`config.mk`:
```
export PLATFORM = sky130hd
export DESIGN_NAME = gemm_stream_driver
export DESIGN_NICKNAME = d
export VERILOG_FILES = /design/src/rtl/gemm_stream_driver.sv
export SDC_FILE = /design/constraint.sdc
export NUM_CORES = 1
export LEC_CHECK = 0
export ABC_AREA = 1
export CAP_MARGIN = 15
export CORE_MARGIN = 2
export CORE_UTILIZATION = 49
export DETAILED_ROUTE_END_ITERATION = 10
export PLACE_DENSITY_LB_ADDON = 0.2
export SKIP_LAST_GASP = 1
export SYNTH_ARGS = -nofsm -noshare
export SYNTH_HDL_FRONTEND = slang
export SYNTH_SLANG_ARGS = --single-unit
```
`constraint.sdc`:
```
create_clock -name clk -period 2 [get_ports clk]
set_input_delay 0.4 -clock clk [delete_from_list [all_inputs] [get_ports clk]]
set_output_delay 0.4 -clock clk [all_outputs]
set_load 0.02 [all_outputs]
```
`src/rtl/gemm_stream_driver.sv`:
```
// Valid/ready streaming wrapper around the 2x2 32-bit pipelined GEMM core.
// Optional job counter enabled by defining GEMM_STREAM_JOBCNT_EN.
module gemm_stream_driver #(
   parameter int unsigned GEMM_LATENCY = 6,
   parameter int unsigned CNT_W        = 16
) (
   input  logic               clk,
   input  logic               rst,
   input  logic               s_valid,
   output logic               s_ready,
   input  logic [31:0]        s_data,
   output logic               m_valid,
   input  logic               m_ready,
   output logic [31:0]        m_data,
   output logic               m_last,
   output logic [127:0]       gemm_A,
   output logic [127:0]       gemm_B,
   input  logic [127:0]       gemm_out,
   output logic               busy,
   output logic [CNT_W-1:0]   job_count
);

   localparam int unsigned EW     = 32;
   localparam int unsigned MW     = 128;
   localparam int unsigned WAIT_W = (GEMM_LATENCY < 1) ? 1 : $clog2(GEMM_LATENCY + 1);

   typedef enum logic [1:0] {ST_LOAD, ST_WAIT, ST_DRAIN} state_e;

   state_e              state_q, state_d;
   logic [2:0]          idx_q, idx_d;
   logic [1:0]          ridx_q, ridx_d;
   logic [WAIT_W-1:0]   wcnt_q, wcnt_d;
   logic [MW-1:0]       a_q, a_d, b_q, b_d, res_q, res_d;
   logic                s_ready_q, s_ready_d;
   logic                m_valid_q, m_valid_d;
   logic                m_last_q, m_last_d;
   logic                busy_q, busy_d;
   logic [EW-1:0]       m_data_q, m_data_d;

   // Next state plus output flags decoded from the next state so every output is a flop.
   always_comb begin
      state_d = state_q;
      idx_d   = idx_q;
      ridx_d  = ridx_q;
      wcnt_d  = wcnt_q;
      a_d     = a_q;
      b_d     = b_q;
      res_d   = res_q;
      case (state_q)
         ST_LOAD: begin
            if (s_valid && s_ready_q) begin
               if (idx_q[2]) b_d[{idx_q[1:0], 5'd0} +: EW] = s_data;
               else          a_d[{idx_q[1:0], 5'd0} +: EW] = s_data;
               idx_d = idx_q + 3'd1;
               if (idx_q == 3'd7) begin
                  wcnt_d  = WAIT_W'(GEMM_LATENCY);
                  state_d = ST_WAIT;
               end
            end
         end
         ST_WAIT: begin
            if (wcnt_q == '0) begin
               res_d   = gemm_out;
               ridx_d  = 2'd0;
               state_d = ST_DRAIN;
            end else begin
               wcnt_d = wcnt_q - WAIT_W'(1);
            end
         end
         ST_DRAIN: begin
            if (m_ready && m_valid_q) begin
               ridx_d = ridx_q + 2'd1;
               if (ridx_q == 2'd3) state_d = ST_LOAD;
            end
         end
         default: state_d = ST_LOAD;
      endcase

      s_ready_d = (state_d == ST_LOAD);
      m_valid_d = (state_d == ST_DRAIN);
      busy_d    = (state_d != ST_LOAD);
      m_last_d  = (state_d == ST_DRAIN) && (ridx_d == 2'd3);
      m_data_d  = (state_d == ST_DRAIN) ? res_d[{ridx_d, 5'd0} +: EW] : '0;
   end

   always_ff @(posedge clk) begin
      if (rst) begin
         state_q   <= ST_LOAD;
         idx_q     <= '0;
         ridx_q    <= '0;
         wcnt_q    <= '0;
         a_q       <= '0;
         b_q       <= '0;
         res_q     <= '0;
         s_ready_q <= 1'b1;
         m_valid_q <= 1'b0;
         m_last_q  <= 1'b0;
         busy_q    <= 1'b0;
         m_data_q  <= '0;
      end else begin
         state_q   <= state_d;
         idx_q     <= idx_d;
         ridx_q    <= ridx_d;
         wcnt_q    <= wcnt_d;
         a_q       <= a_d;
         b_q       <= b_d;
         res_q     <= res_d;
         s_ready_q <= s_ready_d;
         m_valid_q <= m_valid_d;
         m_last_q  <= m_last_d;
         busy_q    <= busy_d;
         m_data_q  <= m_data_d;
      end
   end

   assign s_ready = s_ready_q;
   assign m_valid = m_valid_q;
   assign m_last  = m_last_q;
   assign m_data  = m_data_q;
   assign busy    = busy_q;
   assign gemm_A  = a_q;
   assign gemm_B  = b_q;

`ifdef GEMM_STREAM_JOBCNT_EN
   logic [CNT_W-1:0] jobs_q, jobs_d;

   // A job completes on the handshake of the last result element.
   always_comb begin
      jobs_d = jobs_q;
      if (state_q == ST_DRAIN && m_valid_q && m_ready && ridx_q == 2'd3)
         jobs_d = jobs_q + CNT_W'(1);
   end

   always_ff @(posedge clk) begin
      if (rst) jobs_q <= '0;
      else     jobs_q <= jobs_d;
   end

   assign job_count = jobs_q;
`else
   assign job_count = '0;
`endif

endmodule

```
==> summary.md, run 1 <==
The post-detailed-routing wire length was 64.7 mm; the slack of the critical path was -0.0131 ns. The post-synth design cell area was 17,800 um^2; the fraction of power spent switching nets was 24.9%. The tools report the starting DRC count in detailed routing as 1,915. The share of async-settable or async-resettable flops after synthesis came out at 0%.

The tools report the routability-driven placement congestion ratio as 0.901. Yosys printed 0 warnings. The count of unresolved DRC violations after routing was 0.

The synthesized design contains 0 enable-type register cells. The buffer and inverter count on the worst path was 1. CTS saw 430 sinks. The detailed-route vias per instance was 5.43; the net count reported at finish was 3,059. The die covers 38,000 um^2. OpenSTA, run right after detailed placement, puts the worst setup slack at -0.103 ns. Setup repair after global routing could not meet its margin everywhere. Type of origin of the critical path: a flop. Summing over every cut layer, the via total after detailed routing is 18,378. The number of maximum-capacitance violations was 0; the number of inserted filler cells in the final layout was 2,940.

The highest ir drop seen on vdd was 0.000631 V. By count the netlist is led by nor2_1 (453), dfxtp_1 (430), nand2_1 (378). Summed over its instances, the top area cell type makes up 48.2% of the synthesized netlist area. The run gives 11.0 nW as the static power due to leakage.

In the post-synthesis netlist, the biggest area contributors are dfxtp_1 (48%), nor2_1 (9.5%), nand2_1 (8.0%). TritonCTS built the clock tree. The flow ran to the end, but the final reports show violations. The tools report the largest net degree at the start of global routing as 152. The clock input transition at the sequential cells of the worst setup and hold paths is 0.06 ns, and the later-pin clock latency in the skew report is 0.55 ns.

On the worst path, the slowest cell contributes a delay of 0.72 ns. Subtracting the final worst setup slack from the clock period gives 2.01 ns. The mean area per synthesized cell was 7.14 um^2; the total congestion overflow was 0. Quantity of hold-fixing buffers added after cts: 0.

After detailed routing, the average wire length per cell comes to 19.1 um. The worst setup path is of the flop to output port kind. The count of mapped cells out of synthesis is 2,499, and the peak fanout along the critical path is 2. The tools report the number of distinct library cells after synthesis as 27. For the clock tree skew after final layout, the log shows 0.0300 ns. The signal on the critical path passes through clkdlybuf4s50_1. Number of global-route vias before repair: 17,289. STA classifies the critical path endpoint as an output port. 472 I/O pins were placed. The area growth from synthesis to layout is 37.9%.

The final reports fail on negative setup slack. The detailed-placement wirelength estimate is 43.6 mm, and the maximum achievable frequency is 497 MHz. In this run the remaining antenna-violating nets after routing total 0. Adding up every negative setup slack in the final design gives -0.0226 ns. The tools report the number of buffers created by CTS as 45. The gate family responsible for the most delay along the worst path was buffers and inverters.

Worst hold path class: primary input to flop. Among all flip-flop cells after synthesis, the most frequent one is dfxtp_1. The combinational cell fraction of total power was 11.2%.

The width of the chip came out at 195 um. The clock network burns 44.5% of the power. The first global-routing pass estimated 96.8 mm of wire. The buffer type at the clock tree root was clkbuf_16. The largest area contributor in the netlist was dfxtp_1. Counting flops and latches in the post-synthesis netlist gives 430. Buffers placed on the I/O ports in this run total 455. The number of hold violations in the final report came out at 0. After clock tree synthesis, the setup repair step added 0 buffers.

Cell internal power was estimated by the tool at 15.1 mW. The number of failing setup endpoints in the final timing report was 2. The logs give 52.2% for the worst slew margin relative to its limit and 1.61 ns for the arrival time of the worst setup path. For this run, the total global-route usage over all layers was measured as 32.1%. The core outline area was 35,700 um^2. The tools report the power share of the sequential group as 44.3%.

At the pin with the least slew margin, the transition time is 0.718 ns. The initial cell density of the core was 49.9%; the number of antenna violations at the first check in global routing was 4. The slowest stage of the critical path is the clkdlybuf4s50_1 cell. The height of the chip is 195 um. In the final layout, the share of cells above drive strength 1 is 6.27%. In this run the power density over the cells is 817 nW/um^2. Counting along the longest clock path gives a buffer depth of 3. The iteration count of the initial detailed-routing pass is 5, and the deepest level of the CTS H-tree is 2. The fraction of the cycle the final worst path needs was 101%; the data required time of the worst path was 1.60 ns.

The run gives 48.2% as the sequential share of the synthesized area. The floorplan has 69 rows. The number of pins with negative max-slew slack in the final report was 0. Most used standard cell by instance count after synthesis: nor2_1. The analysis attributes to net switching a power of 5.00 mW.
## registers in the layout, summed over array words and instances (netlist names)
name     flops
gemm_B     128
m_last       1
res_q      128
gemm_A     128
ridx_q       2
wcnt_q       3
idx_q        3
busy         1
m_data      32
state_q      2
m_valid      1
s_ready      1
## layout by cell type, fill, tap and decap left out, types with 8 or more instances in the layout
master           count
nor2_1             451
clkdlybuf4s50_1    433
dfxtp_1            429
nand2_1            375
inv_1              269
o21ai_0            262
nand3_1            170
a21oi_1            144
nor3_1              92
clkbuf_16           50
nand4_1             34
buf_4               31
buf_12              30
o21ai_1             20
conb_1              16
dlymetal6s2s_1      13
clkinv_2            11
ha_1                10
clkbuf_8            10
inv_2                9
dlygate4sd2_1        8
## routing by layer
layer	GRT usage, %	vias to the layer above	wire length, um
met5	0	-	29
met4	17.0	4	3720
met3	7.95	197	7210
met2	50.0	1104	28800
met1	41.4	8415	24900
li1	-	8658	-
## metrics by stage
step / hold slack [ns] / total power, mW / area, um^2 / utilization, % / std cells
detailed placement: 0.454 / 11.3 / 22900 / 64.0 / 3293
global route: 0.211 / 20.7 / 24600 / 68.8 / 3381
floorplan: 0.456 / 10.2 / 17900 / - / 2514
finish: 0.213 / 20.1 / 24600 / 68.9 / 3383
CTS: 0.194 / 20.1 / 24500 / 68.4 / 3377
global placement: 0.446 / 11.3 / 22900 / 64.0 / 3293
## path summary, 6_finish.rpt
| path | from | to | slack [ns] | depth (start not counted) |
|---|---|---|---|---|
| setup / recovery | gemm_B[37]$_SDFFE_PP0P_ | gemm_B[37] | -0.01 | 1 |
| hold / removal | rst | gemm_A[40]$_SDFFE_PP0P_ | 0.21 | 4 |
| setup reg to reg | idx_q[0]$_SDFFE_PP0P_ | gemm_A[78]$_SDFFE_PP0P_ | 0.12 | 9 |
| hold reg to reg | gemm_A[87]$_SDFFE_PP0P_ | gemm_A[87]$_SDFFE_PP0P_ | 0.47 | 2 |
## area by class of cell
| cell class | count | area (um^2) | share of cell area [%] |
|---|---|---|---|
| clock inverter | 21 | 270 | 1.10 |
| sequential | 430 | 8610 | 35.0 |
| clock buffer | 63 | 1340 | 5.43 |
| multi-input combinational | 1604 | 7260 | 29.5 |
| inverter | 282 | 1070 | 4.34 |
| antenna | 3 | 7.51 | 0.0305 |
| timing repair buffer | 519 | 5490 | 22.3 |
| tap | 461 | 577 | 2.34 |
## power by group through the flow
stage / Combinational [mW] / Sequential, mW / Clock, mW
finish: 2.26 / 8.91 / 8.95
global route: 2.40 / 8.92 / 9.39
CTS: 2.23 / 8.90 / 9.00
detailed placement: 2.21 / 9.08 / 0
global placement: 2.20 / 9.08 / 0
floorplan: 0.878 / 9.27 / 0
## kinds of logic (layout without fill, tap and decap cells)
group	Yosys count	count (layout)	share of synthesized area (%)
and+or+nand+nor	1145	1145	26.9
buffers and inverters	480	885	11.8
AOI/OAI and AO/OA	430	430	12.1
DFF	430	430	48.2
adders and majority gates	13	13	0.912
other	1	19	0.0210
## timing repair
| item | 4_1_cts | 5_1_grt |
|---|---|---|
| cloned | 0 | 3 |
| resized for setup | 9 | 22 |
| setup endpoints to repair | 9 | 94 |
Note: power is estimated with default switching activity, not from simulation.
==> inputs of run 2 (changes only) <==
--- a/config.mk
+++ b/config.mk
@@ -8,8 +8,9 @@
 export ABC_AREA = 1
 export CAP_MARGIN = 15
 export CORE_MARGIN = 2
-export CORE_UTILIZATION = 49
+export CORE_UTILIZATION = 30
 export DETAILED_ROUTE_END_ITERATION = 10
+export MAX_ROUTING_LAYER = met4
 export PLACE_DENSITY_LB_ADDON = 0.2
 export SKIP_LAST_GASP = 1
 export SYNTH_ARGS = -nofsm -noshare
==> summary.md, run 2 (synthesized netlist as in run 1, its figures left out) <==
In the layout the commonest cells are nor2_1 (450), dfxtp_1 (429), nand2_1 (375). The layout-stage area growth over the synthesis result was 41.1%; the number of cells on the worst reg-to-reg path was 10 (+1). The worst setup path is launched from a flop. The worst register-to-register path ends at m_data[20]$_SDFF_PP0_. For the area taken by multi-input logic gates, the log shows 7270 um^2 (+0.21%).

The maximum achievable frequency came out at 508 MHz (+2.2%). The detailed-placement wirelength estimate is 48.1 mm (+10%). The min-delay analysis places its worst path in the category primary input to flop.

The fraction of the cycle the final worst path needs was 98.5% (-2.2 points); the slack of the critical path was 0.0303 ns (+0.0434 ns). Setup repair after global routing could not meet its margin everywhere. The tools report the number of maximum-capacitance violations as 0 (unchanged). The data required time of the worst path was 1.60 ns (about the same); the fraction of layout instances using a drive strength above 1 was 7.34% (+1.1 points). The net count reported at finish is 3,094 (+1.1%), and the number of global-route vias before repair is 16,405 (-5.1%).

The height of the chip was 248 um (+27%). The logs give 0.0495 ns (+0.0195 ns) for the clock tree skew after final layout and 101 mm (+4.5%) for the first-pass GRT wire length. The peak fanout along the critical path came out at 2 (unchanged). The number of instances on the worst hold path works out to 3 (-1). The tools report the routability-driven placement congestion ratio as 0.868 (-3.6%). The setup slack of the most critical reg-to-reg path is 0.07 ns (-0.05 ns). The maximum root-to-sink buffer count was 3 (unchanged); the detailed-route wire length per cell was 18.7 um (-2.2%). The buffer and inverter count on the worst path is 1 (unchanged), and the maximum single-stage delay on the critical path is 0.61 ns (-0.11 ns). The count of input and output buffers is 455 (unchanged), and the arrival time of the worst setup path is 1.57 ns (-0.04 ns). The iteration count of the initial detailed-routing pass was 6 (+1); the later-pin clock latency in the skew report was 0.61 ns (+0.06 ns).

The total congestion overflow was 0 (unchanged). The slew of the pin with the lowest slew margin is 0.671 ns (-0.0462 ns). The logs give 42.7% (-26 points) for the post-route core utilization and 0 (unchanged) for the count of unresolved DRC violations after routing. In this run the most critical hold path is launched from s_data[1]. The run gives 472 (unchanged) as the top-level port count. The run gives 5 (+1) as the number of antenna violations at the first check in global routing. Walking the worst path, the cells encountered are clkdlybuf4s50_1. The logs give -0.145 ns (-0.0414 ns) for the placement-stage worst setup slack and 8610 um^2 (unchanged) for the sequential cell area.

The logs give 22.2% (-10 points) for the overall track demand over capacity in global routing and 0 (unchanged) for the number of pins with negative max-slew slack in the final report. TritonCTS built the clock tree. The starting DRC count in detailed routing was 1,108 (-42%). For the number of placement rows, the log shows 89 (+29%).

The path with the worst hold slack has its endpoint at gemm_A[33]$_SDFFE_PP0P_. The run gives 48 (+6.7%) as the number of buffers created by CTS. The static power due to leakage is 12.5 nW (+14%). The leading cell type in the layout, fill and taps excluded was nor2_1.

The largest net degree at the start of global routing came out at 134 (-12%). The worst setup path is captured at an output port. Broken down by cell family, the worst path's largest delay share belongs to buffers and inverters. The start-to-end type of the worst setup path was flop to output port.

The number of sinks handled by clock tree synthesis is 430 (unchanged). The total vias in the final route was 17,702 (-3.7%); the detailed-route vias per instance was 4.74 (-13%). The clock input transition at the sequential cells of the worst setup and hold paths is 0.06 ns (about the same).

The core outline area came out at 58,900 um^2 (+65%). The run finished with clean final reports. The width of the chip was 248 um (+27%). For the highest ir drop seen on vdd, the log shows 0.000654 V (+3.7%). The run gives 30.3% (-20 points) as the initial cell density of the core.

The count of nets left with antenna violations after detail routing is 0 (unchanged), and the deepest level of the CTS H-tree is 2 (unchanged). For the number of hold violations in the final report, the log shows 0 (unchanged). The cell area power density works out to 792 nW/um^2 (-3.1%). Among all stages on the critical path, the largest delay is contributed by clkdlybuf4s50_1. The startpoint identified for the worst register-to-register timing path is state_q[1]$_SDFF_PP0_. Post-detailed-routing wire length: 69.8 mm (+7.9%). The number of inserted filler cells in the final layout was 6,018 (+100%). Worst slew margin relative to its limit: 55.2% (+3.1 points). The buffer type at the clock tree root was clkbuf_16. The tools report the number of failing setup endpoints in the final timing report as 0 (-2).

The area of the die was 61,400 um^2 (+62%); the shortest period the worst path allows was 1.97 ns (-0.0434 ns).
==> run 2: per-stage QoR <==
| stage | area, um^2 | hold slack [ns] | setup TNS, ns | total power [mW] | instances |
|---|---|---|---|---|---|
| floorplan | 17900 | 0.456 | 0 | 10.2 | 2514 |
| global placement | 23500 | 0.448 | -6.08 | 11.4 | 3634 |
| detailed placement | 23500 | 0.454 | -9.03 | 11.4 | 3634 |
| CTS | 24900 | 0.419 | 0 | 20.1 | 3724 |
| global route | 25200 | 0.434 | -0.0613 | 20.7 | 3733 |
| finish | 25200 | 0.451 | 0 | 20.0 | 3733 |
==> run 2: final cells by class <==
cell class / count / area share, %
sequential: 430 / 34.2
multi-input combinational: 1604 / 28.9
timing repair buffer: 551 / 22.6
clock buffer: 68 / 5.39
inverter: 282 / 4.27
tap: 773 / 3.84
clock inverter: 21 / 0.840
antenna: 4 / 0.0397
==> run 2: how the worst max path moves through the flow <==
stage,start,end,slack [ns],cells after the start
after global placement,s_valid,gemm_A[18]$_SDFFE_PP0P_,-0.13,9
final,gemm_B[115]$_SDFFE_PP0P_,gemm_B[115],0.03,1
after CTS,m_data[1]$_SDFF_PP0_,m_data[1],0.0008,1
after global routing,idx_q[0]$_SDFFE_PP0P_,gemm_A[66]$_SDFFE_PP0P_,-0.02,10
after floorplan,idx_q[0]$_SDFFE_PP0P_,gemm_A[16]$_SDFFE_PP0P_,0.26,9
after detailed placement,s_valid,gemm_B[16]$_SDFFE_PP0P_,-0.14,11
==> run 2: where the power goes <==
group / switching (mW) / leakage [nW] / internal (mW)
Combinational: 1.41 / 8.23 / 0.847
Clock: 3.78 / 0.778 / 5.02
Sequential: 0.114 / 3.48 / 8.78
==> run 2: repair_timing <==
action | CTS | global route
setup buffers | 0 | 2
hold buffers | 1 | 0
cloned | 0 | 3
setup endpoints to repair | 146 | 171
gates resized for setup | 138 | 76
pin swaps | 0 | 2
hold endpoints to repair | 1 | 0
==> run 2: layer usage <==
metal | global-route usage, % | share of wire (%)
met2 | 32.7 | 45
met3 | 6.12 | 8.7
met4 | 8.15 | 3.6
met1 | 28.8 | 43
met5 | - | 0
